## config.mk

```make
export PLATFORM = sky130hd
export DESIGN_NAME = decode_issue
export DESIGN_NICKNAME = d
export VERILOG_FILES = /design/src/rtl/decode_issue.sv
export SDC_FILE = /design/constraint.sdc
export NUM_CORES = 1
export LEC_CHECK = 0
export CORE_MARGIN = 2
export CORE_UTILIZATION = 45
export CTS_BUF_LIST = sky130_fd_sc_hd__clkbuf_16
export DETAILED_ROUTE_END_ITERATION = 12
export PLACE_DENSITY = 0.66
export SYNTH_ARGS = -nofsm -noshare
export SYNTH_HDL_FRONTEND = slang
export SYNTH_SLANG_ARGS = --single-unit
```

## constraint.sdc

```tcl
create_clock -name clock -period 10.2 [get_ports clock]
set_clock_uncertainty 0.1 [all_clocks]
set_input_delay 2.04 -clock clock [delete_from_list [all_inputs] [get_ports clock]]
set_output_delay 2.04 -clock clock [all_outputs]
set_load 0.05 [all_outputs]
```

## src/rtl/decode_issue.sv

```systemverilog
// Decode/issue stage feeding the 8-bit ALU.
// Holds the register file, a per-register pending-write scoreboard and a single
// registered valid/ready output slot. Write-back data is bypassed into same-cycle reads.
//
// Ports:
//   clock, reset            rising-edge clock, asynchronous active-high reset
//   instr_valid/instr       instruction offered by fetch
//   instr_ready             combinational accept indication back to fetch
//   wb_en/wb_addr/wb_data   register write-back
//   flush                   taken branch: squash held slot and offered instruction
//   ex_valid/ex_ready       output slot handshake towards the ALU
//   reg1/reg2/func/spec_fun ALU operands and function
//   dst_addr/dst_we         destination register and write flag
//   illegal                 one-cycle pulse with an issued undefined func
module decode_issue #(
  parameter int unsigned NREG = 8,
  parameter int unsigned IW   = 12
) (
  input  logic                    clock,
  input  logic                    reset,
  input  logic                    instr_valid,
  input  logic [IW-1:0]           instr,
  output logic                    instr_ready,
  input  logic                    wb_en,
  input  logic [$clog2(NREG)-1:0] wb_addr,
  input  logic [7:0]              wb_data,
  input  logic                    flush,
  output logic                    ex_valid,
  input  logic                    ex_ready,
  output logic [7:0]              reg1,
  output logic [7:0]              reg2,
  output logic [3:0]              func,
  output logic [2:0]              spec_fun,
  output logic [$clog2(NREG)-1:0] dst_addr,
  output logic                    dst_we,
  output logic                    illegal
);

  localparam int unsigned AW = $clog2(NREG);

  logic [7:0]      r_rf [NREG];
  logic [NREG-1:0] r_pend;
  logic [NREG-1:0] w_pend_d;

  logic            r_ex_valid;
  logic [7:0]      r_reg1;
  logic [7:0]      r_reg2;
  logic [3:0]      r_func;
  logic [2:0]      r_spec;
  logic [AW-1:0]   r_dst;
  logic            r_dst_we;
  logic            r_illegal;

  logic [3:0]      w_func_in;
  logic [AW-1:0]   w_ra;
  logic [AW-1:0]   w_rb;
  logic            w_writer;
  logic            w_branch;
  logic            w_illegal;
  logic            w_use_a;
  logic            w_use_b;
  logic            w_imm;
  logic            w_byp_a;
  logic            w_byp_b;
  logic [7:0]      w_rd_a;
  logic [7:0]      w_rd_b;
  logic            w_hazard;
  logic            w_accept;

  assign w_func_in = instr[11:8];
  assign w_ra      = instr[7:5];
  assign w_rb      = instr[4:2];

  always_comb begin
    w_writer = 1'b0;
    w_branch = 1'b0;
    w_use_b  = 1'b0;
    case (w_func_in)
      4'h0, 4'h3, 4'h4, 4'h5, 4'h6, 4'h7, 4'hA, 4'hB: w_writer = 1'b1;
      4'hC, 4'hD:                                     w_branch = 1'b1;
      default:                                        ;
    endcase
    case (w_func_in)
      4'h0, 4'h3, 4'h4, 4'h5, 4'hC, 4'hD: w_use_b = 1'b1;
      default:                            ;
    endcase
  end

  assign w_illegal = !w_writer && !w_branch;
  assign w_use_a   = (w_func_in != 4'h5);
  // slw/shg take the low nibble as an immediate second operand
  assign w_imm     = (w_func_in == 4'hA) || (w_func_in == 4'hB);

  assign w_byp_a = wb_en && (wb_addr == w_ra);
  assign w_byp_b = wb_en && (wb_addr == w_rb);
  assign w_rd_a  = w_byp_a ? wb_data : r_rf[w_ra];
  assign w_rd_b  = w_byp_b ? wb_data : r_rf[w_rb];

  // A pending source is not a hazard if its write-back lands this very cycle.
  assign w_hazard = (w_use_a && r_pend[w_ra] && !w_byp_a) ||
                    (w_use_b && r_pend[w_rb] && !w_byp_b);

  assign instr_ready = flush || (!w_hazard && (!r_ex_valid || ex_ready));
  assign w_accept    = instr_valid && instr_ready && !flush;

  // Order matters: clears first, then the set, so a same-cycle set wins.
  always_comb begin
    w_pend_d = r_pend;
    if (flush && r_ex_valid && r_dst_we && !ex_ready) begin
      w_pend_d[r_dst] = 1'b0;
    end
    if (wb_en) begin
      w_pend_d[wb_addr] = 1'b0;
    end
    if (w_accept && w_writer) begin
      w_pend_d[w_ra] = 1'b1;
    end
  end

  always_ff @(posedge clock or posedge reset) begin
    if (reset) begin
      for (int i = 0; i < NREG; i++) begin
        r_rf[i] <= '0;
      end
    end else if (wb_en) begin
      r_rf[wb_addr] <= wb_data;
    end
  end

  always_ff @(posedge clock or posedge reset) begin
    if (reset) begin
      r_pend <= '0;
    end else begin
      r_pend <= w_pend_d;
    end
  end

  always_ff @(posedge clock or posedge reset) begin
    if (reset) begin
      r_ex_valid <= 1'b0;
      r_reg1     <= '0;
      r_reg2     <= '0;
      r_func     <= '0;
      r_spec     <= '0;
      r_dst      <= '0;
      r_dst_we   <= 1'b0;
      r_illegal  <= 1'b0;
    end else begin
      r_illegal <= w_accept && w_illegal;
      if (flush) begin
        r_ex_valid <= 1'b0;
      end else if (w_accept) begin
        r_ex_valid <= 1'b1;
        r_reg1     <= w_rd_a;
        r_reg2     <= w_imm ? {4'b0, instr[3:0]} : w_rd_b;
        r_func     <= w_illegal ? 4'hF : w_func_in;
        r_spec     <= instr[2:0];
        r_dst      <= w_ra;
        r_dst_we   <= w_writer;
      end else if (ex_ready) begin
        r_ex_valid <= 1'b0;
      end
    end
  end

  assign ex_valid = r_ex_valid;
  assign reg1     = r_reg1;
  assign reg2     = r_reg2;
  assign func     = r_func;
  assign spec_fun = r_spec;
  assign dst_addr = r_dst;
  assign dst_we   = r_dst_we;
  assign illegal  = r_illegal;

endmodule

```

# --- Word level (Yosys, flattened, before mapping) ---
# Index checks and enable logic that the tools add are counted.
classes:
  bitwise_logic: 9
  n_reduce_logical: 37
  eq_ne: 12
  mux: 32
  order_cmp: 11
op_table:
  columns: ["op", "count"]
  rows:
  - ["$mux 8", 11]
  - ["$bwmux 64", 1]
  - ["$bmux 8 s3", 2]
  - ["$demux 8 s3", 1]
  - ["$logic_and 1x1->1", 19]
  - ["$and 8x8->8", 2]
  - ["$eq 4x3->1 const B", 4]
  - ["$eq 4x4->1 const B", 4]
  - ["$lt 3x4->1 const B", 4]
  - ["$not 8->8", 2]
  - ["$ge 4x4->1 const B", 3]
  - ["$not 3->4", 3]
  - ["$mux 1", 11]
  - ["$demux 1 s3", 3]
  - ["$ge 3x1->1 const B", 3]
  - ["$logic_not 1->1", 8]
  - ["$or 8x8->8", 1]
  - ["$reduce_or 8->1", 1]
  - ["$bmux 1 s3", 2]
  - ["$eq 3x3->1", 2]
  - ["$reduce_or 6->1", 1]
  - ["$eq 4x2->1 const B", 1]
  - ["$logic_not 4->1", 1]
  - ["$logic_or 1x1->1", 4]
  - ["other kinds (7)", 7]
word_totals:
  out_inout_bits: 30
  register_bits: 101
  elab_cells: 118
  inputBits: 29

# --- Longest topological paths before layout ---
# Gate-level depths: netlist of the first run.
depth:
  word_depth: 13
  ltp_mapped: 8
  ltp_nobuf: 5

# --- Least setup slack after synthesis of the first run ---
# No wires, ideal clock.
synth_timing:
  path_type: "input to output"
  startpoint: "input port instr[3]"
  endpoint: "output port instr_ready"
  arrival_time_ps: 3491
  path_stages: 6
  slack_ps: 4569
  cell_sequence: "buf_2 mux4_2 mux2_2 a31oi_4 o21ai_0 nand2_1"
synth_between:
  elab_chain_len: 8
  elab_cells_between_ends: 11
  cone_classes: "1 x eq/ne; 2 x mux; 8 x reduce/logical"
synth_rtl:
  columns: ["item", "line", "source"]
  rows:
  - ["start: declaration", "22", "input logic [IW-1:0] instr,"]
  - ["$bmux 1 s3 or $eq 3x3->1 (tied branches)", "101, 95", null]
  - ["$mux 1 (not written as such) or $logic_and 1x1->1 (tied branches)", "101, 95", null]
  - ["$logic_and 1x1->1 or $logic_not 1->1 (tied branches)", "101", "(w_use_b && r_pend[w_rb] && !w_byp_b);"]
  - ["$logic_and 1x1->1 *", "101", null]
  - ["$logic_or 1x1->1 *", "100", "assign w_hazard = (w_use_a && r_pend[w_ra] && !w_byp_a) ||"]
  - ["$logic_not 1->1 *", "103", "assign instr_ready = flush || (!w_hazard && (!r_ex_valid || ex_ready));"]
  - ["$logic_and 1x1->1 *", "103", null]
  - ["$logic_or 1x1->1 *", "103", null]
  - ["end: declaration", "23", "output logic instr_ready,"]
# Every way passes the cells marked *; elsewhere a longest branch is shown, timed or not. The select of a mux whose other input is x is not followed.

# --- Worst setup path after layout of the first run ---
layout_timing:
  startpoint: "input port instr[6]"
  endpoint: "output port instr_ready"
layout_between:
  elab_chain_len: 8
  elab_cells_between_ends: 11
  cone_classes: "1 x eq/ne; 2 x mux; 8 x reduce/logical"
layout_rtl:
  columns: ["item", "line"]
  rows:
  - ["$bmux 1 s3 or $eq 3x3->1 (tied branches)", "100, 94"]
  - ["$mux 1 (not written as such) or $logic_and 1x1->1 (tied branches)", "100, 94"]
  - ["$logic_and 1x1->1 or $logic_not 1->1 (tied branches)", "100"]
  - ["$logic_and 1x1->1 *", "100"]
  - ["$logic_or 1x1->1 *", "100"]
  - ["$logic_not 1->1 *", "103"]
  - ["$logic_and 1x1->1 *", "103"]
  - ["$logic_or 1x1->1 *", "103"]
# Marks and branches as above.

==> reports/metrics.csv, run 1 <==
metric,value,unit
syn_area,0.005494,mm^2
area_growth,17.26,%
end_kind,output port,
ctsHoldBuffers,0,
first_pass_iters,5,
overflow,0,
synth_seq_cells,101,
rsz0062_at_grt,no,
crit_type,in2out,
cellLeakagePower,2.680,nW
slew_viol_final,0,
synthTopCellsByArea,"dfrtp_1 46%, mux2_2 20%, mux4_2 8.2%",
cap_violations,0,
cp-start-kind,primary input,
viasPerCell,6.208,
first_iter_violations,284,
grt_pass1_wl,22230,um
ir_worst_vdd,75.44,uV
comb_power_share,0.358,
setup_slack,2568,ps
drtAntennaViolNets,0,
finalSetupViolCount,0,
io_buffer_count,58,
grt_usage,0.2258,
crit_start,instr[6],
fin_crit,7632,ps
synth_nets,473,
power.clock.fraction,0.234,
layout-drive-gt1-share,0.2904,
ys.flop_type,dfrtp_1,
antenna_found_initial,0,
power_density,221.2,mW/mm^2
whs,404.2,ps
root_buffer,clkbuf_16,
routedWlPerCell,22.23,um
ys_seq_area_frac,0.4600,
numCtsBuffers,9,
grt_max_degree,54,
max_freq,131.0,MHz
drcViolationCount,0,
ios,59,
cts_max_level,3,
num_rows,40,
p_int,918.6,uW
period_share,0.7482,
dieArea,0.01311,mm^2
pre_cts_slack,2591,ps
tns,0,ps
ctsResizeCount,0,
hpwl,9507,um
vias,3948,
synth_top_area_cell,dfrtp_1,
netlist.area_leader.share,0.4600,
clockBufferDepth,2,
min_path_type,reg2reg,
worstPathMaxFanout,24,
power.switching,506.3,uW
fp.dieH,114.5,um
fillCellCount,1001,
multi_input_area,0.002748,mm^2
ys_types,43,
clkLatencyLatePin,360,ps
routed_wl,14140,um
die_w,114.5,um
coreArea,0.01196,mm^2
ys_warn_count,0,
clock-sinks,101,
relSlewSlack,0.2279,
tightest_slew,1152,ps
cts_tree,yes,
syn_inst,444,
cp.required,8060,ps
syn-mean-instance-area,12.37,um^2
seqPwrFrac,0.407,
cp.arrival,5490,ps
ff_latch_area,0.002527,mm^2
r2r_start,r_pend[7],
async_reset_ff_frac,1.000,
initial_core_util,0.4593,
num_antenna_cells,0,
hp-start,spec_fun[1],
status,"complete, no violations",
clk_pin_slew,60,ps
swShare,0.3553,
synth_edf_count,0,
finalHoldViolCount,0,
fin_nets,514,
gp_congestion,0.8997,
postCtsSetupRepairBufs,0,
grt_pass1_vias,4022,
cell families after synthesis:
family                    synth area share
xor gates and xnor gates          0.009565
and+or+nand+nor                    0.05989
AOI/OAI and AO/OA                   0.1123
buffers and inverters              0.04076
DFF                                 0.4600
muxes                               0.3175
path summary, 6_finish.rpt:
path | cells past startpoint | to | slack, ps
max reg2reg | 6 | reg2[6] | 7530
max in group asynchronous | 3 | r_rf[42] | 6860
max | 7 | instr_ready | 2570
min in group asynchronous | 2 | reg1[4] | 2020
min | 1 | spec_fun[1] | 400
min reg2reg | 1 | spec_fun[1] | 400
Yosys cell counts (4+ instances only):
master / count
dfrtp_1: 101
mux2_2: 98
mux4_2: 20
inv_1: 19
mux2i_1: 19
nor2_1: 18
o21ai_0: 18
clkbuf_1: 15
a221oi_1: 12
nor2b_1: 12
buf_2: 11
nand2_1: 9
a21oi_1: 8
a22oi_1: 8
buf_1: 7
a211oi_1: 6
nand3_1: 6
o22ai_1: 6
o41ai_1: 6
xnor2_1: 6
nand2b_1: 5
and2_1: 4
nand4_1: 4
o211ai_1: 4
layout by cell type, fill, tap and decap left out, types with 2 or more instances in the layout:
| master | netlist | layout |
|---|---|---|
| mux2i_1 | 19 | 19 |
| a21o_1 | 2 | 2 |
| inv_1 | 19 | 19 |
| a221oi_1 | 12 | 12 |
| nand4_1 | 4 | 4 |
| a22oi_1 | 8 | 8 |
| nand2_1 | 9 | 9 |
| clkbuf_16 | 0 | 9 |
| nor2_1 | 18 | 18 |
| clkinv_1 | 1 | 3 |
| o41ai_1 | 6 | 6 |
| nor2b_1 | 12 | 12 |
| xnor2_1 | 6 | 6 |
| buf_4 | 0 | 6 |
| mux2_2 | 98 | 98 |
| a31oi_1 | 2 | 2 |
| o22ai_1 | 6 | 6 |
| o211ai_1 | 4 | 4 |
| mux4_2 | 20 | 20 |
| a211oi_1 | 6 | 6 |
| a21oi_1 | 8 | 8 |
| clkdlybuf4s50_1 | 0 | 58 |
| nand2b_1 | 5 | 5 |
| and2_1 | 4 | 4 |
| nand3_1 | 6 | 6 |
| o311ai_0 | 2 | 2 |
| dfrtp_1 | 101 | 101 |
| o21ai_0 | 18 | 18 |
worst max-delay path, stage by stage:
cell             delay, ps
clkdlybuf4s50_1       1170
xnor2_1                200
nand4_1                610
o21ai_0                440
o21ai_0                130
nand2_1                100
clkdlybuf4s50_1        800
routing by layer:
layer  vias up  routed length, um  track usage
li1       1741                  -            -
met1      2015               6055       0.3000
met2       157               6758       0.3578
met3        35                903      0.05611
met4         0                421      0.08699
met5         -                  0            0
sequential cells by signal, indices dropped and copies added, names as in the netlist:
| name | cells |
|---|---|
| func | 4 |
| spec_fun | 3 |
| r_rf | 64 |
| dst_addr | 3 |
| reg1 | 8 |
| illegal | 1 |
| reg2 | 8 |
| r_pend | 8 |
| ex_valid | 1 |
| dst_we | 1 |
layout make-up:
cell class / instances / share of cell area
Clock inverter: 6 / 0.008545
Sequential cell: 101 / 0.3923
Timing Repair Buffer: 64 / 0.09711
Multi-Input combinational cell: 289 / 0.4265
Tap cell: 147 / 0.02855
Clock buffer: 9 / 0.03496
Inverter: 20 / 0.01204
metrics by stage:
stage | instances | cell area (um^2) | util | total power [mW]
detailed placement | 621 | 6162 | 0.5152 | 1.098
CTS | 636 | 6442 | 0.5386 | 1.437
global route | 636 | 6442 | 0.5386 | 1.494
finish | 636 | 6442 | 0.5386 | 1.425
floorplan | 444 | 5494 | - | 0.9315
global placement | 621 | 6162 | 0.5152 | 1.088
power by group through the flow:
stage	clock (mW)	combinational [mW]	sequential, mW
finish	0.334	0.511	0.580
global route	0.359	0.542	0.593
CTS	0.344	0.513	0.579
detailed placement	0	0.512	0.587
global placement	0	0.505	0.583
floorplan	0	0.220	0.711
(Power assumes the default switching activity.)
==> inputs of run 2 (changes only) <==
==> constraint.sdc (replaced) <==
create_clock -name clock -period 7.45 [get_ports clock]
set_clock_uncertainty 0.1 [all_clocks]
set_input_delay 1.49 -clock clock [delete_from_list [all_inputs] [get_ports clock]]
set_output_delay 1.49 -clock clock [all_outputs]
set_load 0.05 [all_outputs]
==> run 2 against run 1 <==
Compared with the run above:
- die area unchanged
- critical endpoint unchanged
- clock-buffer cell count did not move
- core utilization grew 0.88 points
- critical path depth unchanged
- first-iteration DRC count rose by 3.9%
- total power increased by 44%
==> reports/metrics.csv, run 2 (synthesis gave the netlist of run 1 again) <==
metric,value,unit
status,"complete, no violations",
power.switching,713.5,uW
timing.rr.end,r_pend[1],
dieArea,0.01311,mm^2
critPathMostFrequentCell,clkdlybuf4s50_1,
p_int,1.334,mW
hold-path-endpoint,reg1[7],
layout_commonest_cell,dfrtp_1,
path_cells,clkdlybuf4s50_1 -> mux4_2 -> mux2_2 -> a31oi_4 -> o21ai_0 -> nand2_1 -> clkdlybuf4s50_1,
cpLargestDelayFamily,buffers and inverters,
p_total,2.047,mW
final_cell_mix,"101 x dfrtp_1, 98 x mux2_2, 58 x clkdlybuf4s50_1, 20 x mux4_2, 19 x mux2i_1",
first_iter_violations,295,
worstPathMaxFanout,11,
die_w,114.5,um
ctsResizeCount,0,
cap_violations,0,
whs_path_depth,1,
clk_pin_slew,60,ps
numCtsBuffers,9,
fin_crit,6067,ps
swShare,0.3485,
grt_usage,0.2335,
crit_slowest_cell,clkdlybuf4s50_1,
cpPeakStageDelay,910,ps
fillCellCount,1028,
io_buffer_count,58,
initial_core_util,0.4593,
slew_viol_final,0,
tns,0,ps
ios,59,
grt_pass1_vias,3954,
multi_input_area,0.002748,mm^2
finalSetupViolCount,0,
power_density,312.7,mW/mm^2
cp.arrival,4480,ps
top_register,r_rf,
antenna_found_initial,0,
drtAntennaViolNets,0,
clockBufferDepth,2,
routedWlPerCell,22.60,um
tightest_slew,1286,ps
coreArea,0.01196,mm^2
end_kind,output port,
max_freq,164.8,MHz
utilization,0.5474,
first_pass_iters,5,
whs,403.8,ps
cp-start-kind,primary input,
cp.required,5860,ps
fp.dieH,114.5,um
gp_congestion,0.9671,
ctsHoldBuffers,0,
num_antenna_cells,0,
rrSetupSlack,4610,ps
relSlewSlack,0.1390,
num_rows,40,
clock-sinks,101,
rsz0062_at_grt,no,
postCtsSetupRepairBufs,0,
cts_max_level,3,
viasPerCell,6.188,
routed_wl,14510,um
ir_worst_vdd,132.6,uV
clkLatencyLatePin,360,ps
root_buffer,clkbuf_16,
comb_power_share,0.343,
vias,3973,
ff_latch_area,0.002527,mm^2
layout-drive-gt1-share,0.3051,
power.clock.fraction,0.267,
cts_tree,yes,
grt_pass1_wl,22960,um
largest_register_ff_count,64,
area_growth,19.18,%
path_depth,7,
fin_nets,519,
path_buf_inv,2,
cellLeakagePower,2.729,nW
r2r_start,r_pend[7],
hp-start,reg1[7],
grt_max_degree,63,
r2r_cells,6,
crit_type,in2out,
seqPwrFrac,0.390,
drcViolationCount,0,
overflow,0,
hpwl,9728,um
finalHoldViolCount,0,
min_path_type,reg2reg,
period_share,0.8144,
[run 2: cell count changes in the layout (fill, tap and decap cells not counted), sizes merged]
cell	previous run	this run
inv	21	20
clkinvlp	0	1
bufinv	1	3
clkinv	4	3
buf	6	11
[run 2: routing by layer]
metal | wire length, um | global-route usage | vias up
met3 | 750 | 0.04711 | 32
met2 | 6802 | 0.3633 | 150
met4 | 379 | 0.09024 | 0
met1 | 6579 | 0.3231 | 2041
li1 | - | - | 1750
met5 | 0 | 0 | -
[run 2: area by class of cell]
| class | count | area share |
|---|---|---|
| Multi-Input combinational cell | 289 | 0.4196 |
| Sequential cell | 101 | 0.3860 |
| Timing Repair Buffer | 69 | 0.1013 |
| Clock buffer | 9 | 0.03440 |
| Tap cell | 147 | 0.02809 |
| Clock inverter | 7 | 0.01873 |
| Inverter | 20 | 0.01185 |
[run 2: worst max-delay path by stage]
stage | startpoint | endpoint | slack, ps
6_report | instr[3] | instr_ready | 1380
5_1_grt | instr[3] | instr_ready | 1270
4_1_cts | instr[3] | instr_ready | 1380
3_5_place_dp | instr[3] | instr_ready | 1370
3_3_place_gp | instr[3] | instr_ready | 1430
2_1_floorplan | instr[3] | instr_ready | 2920
[run 2: power groups by stage]
stage	clock, mW	sequential, mW	combinational, mW
6_report	0.546	0.799	0.703
5_1_grt	0.579	0.816	0.746
4_1_cts	0.553	0.796	0.707
3_5_place_dp	0	0.806	0.703
3_3_place_gp	0	0.803	0.695
2_1_floorplan	0	0.974	0.302
[run 2: through the flow]
stage | setup WS [ps] | cell area [um^2] | cells
2_1_floorplan | 2919 | 5494 | 444
3_3_place_gp | 1432 | 6200 | 626
3_5_place_dp | 1375 | 6200 | 626
4_1_cts | 1382 | 6548 | 642
5_1_grt | 1274 | 6548 | 642
6_report | 1383 | 6548 | 642
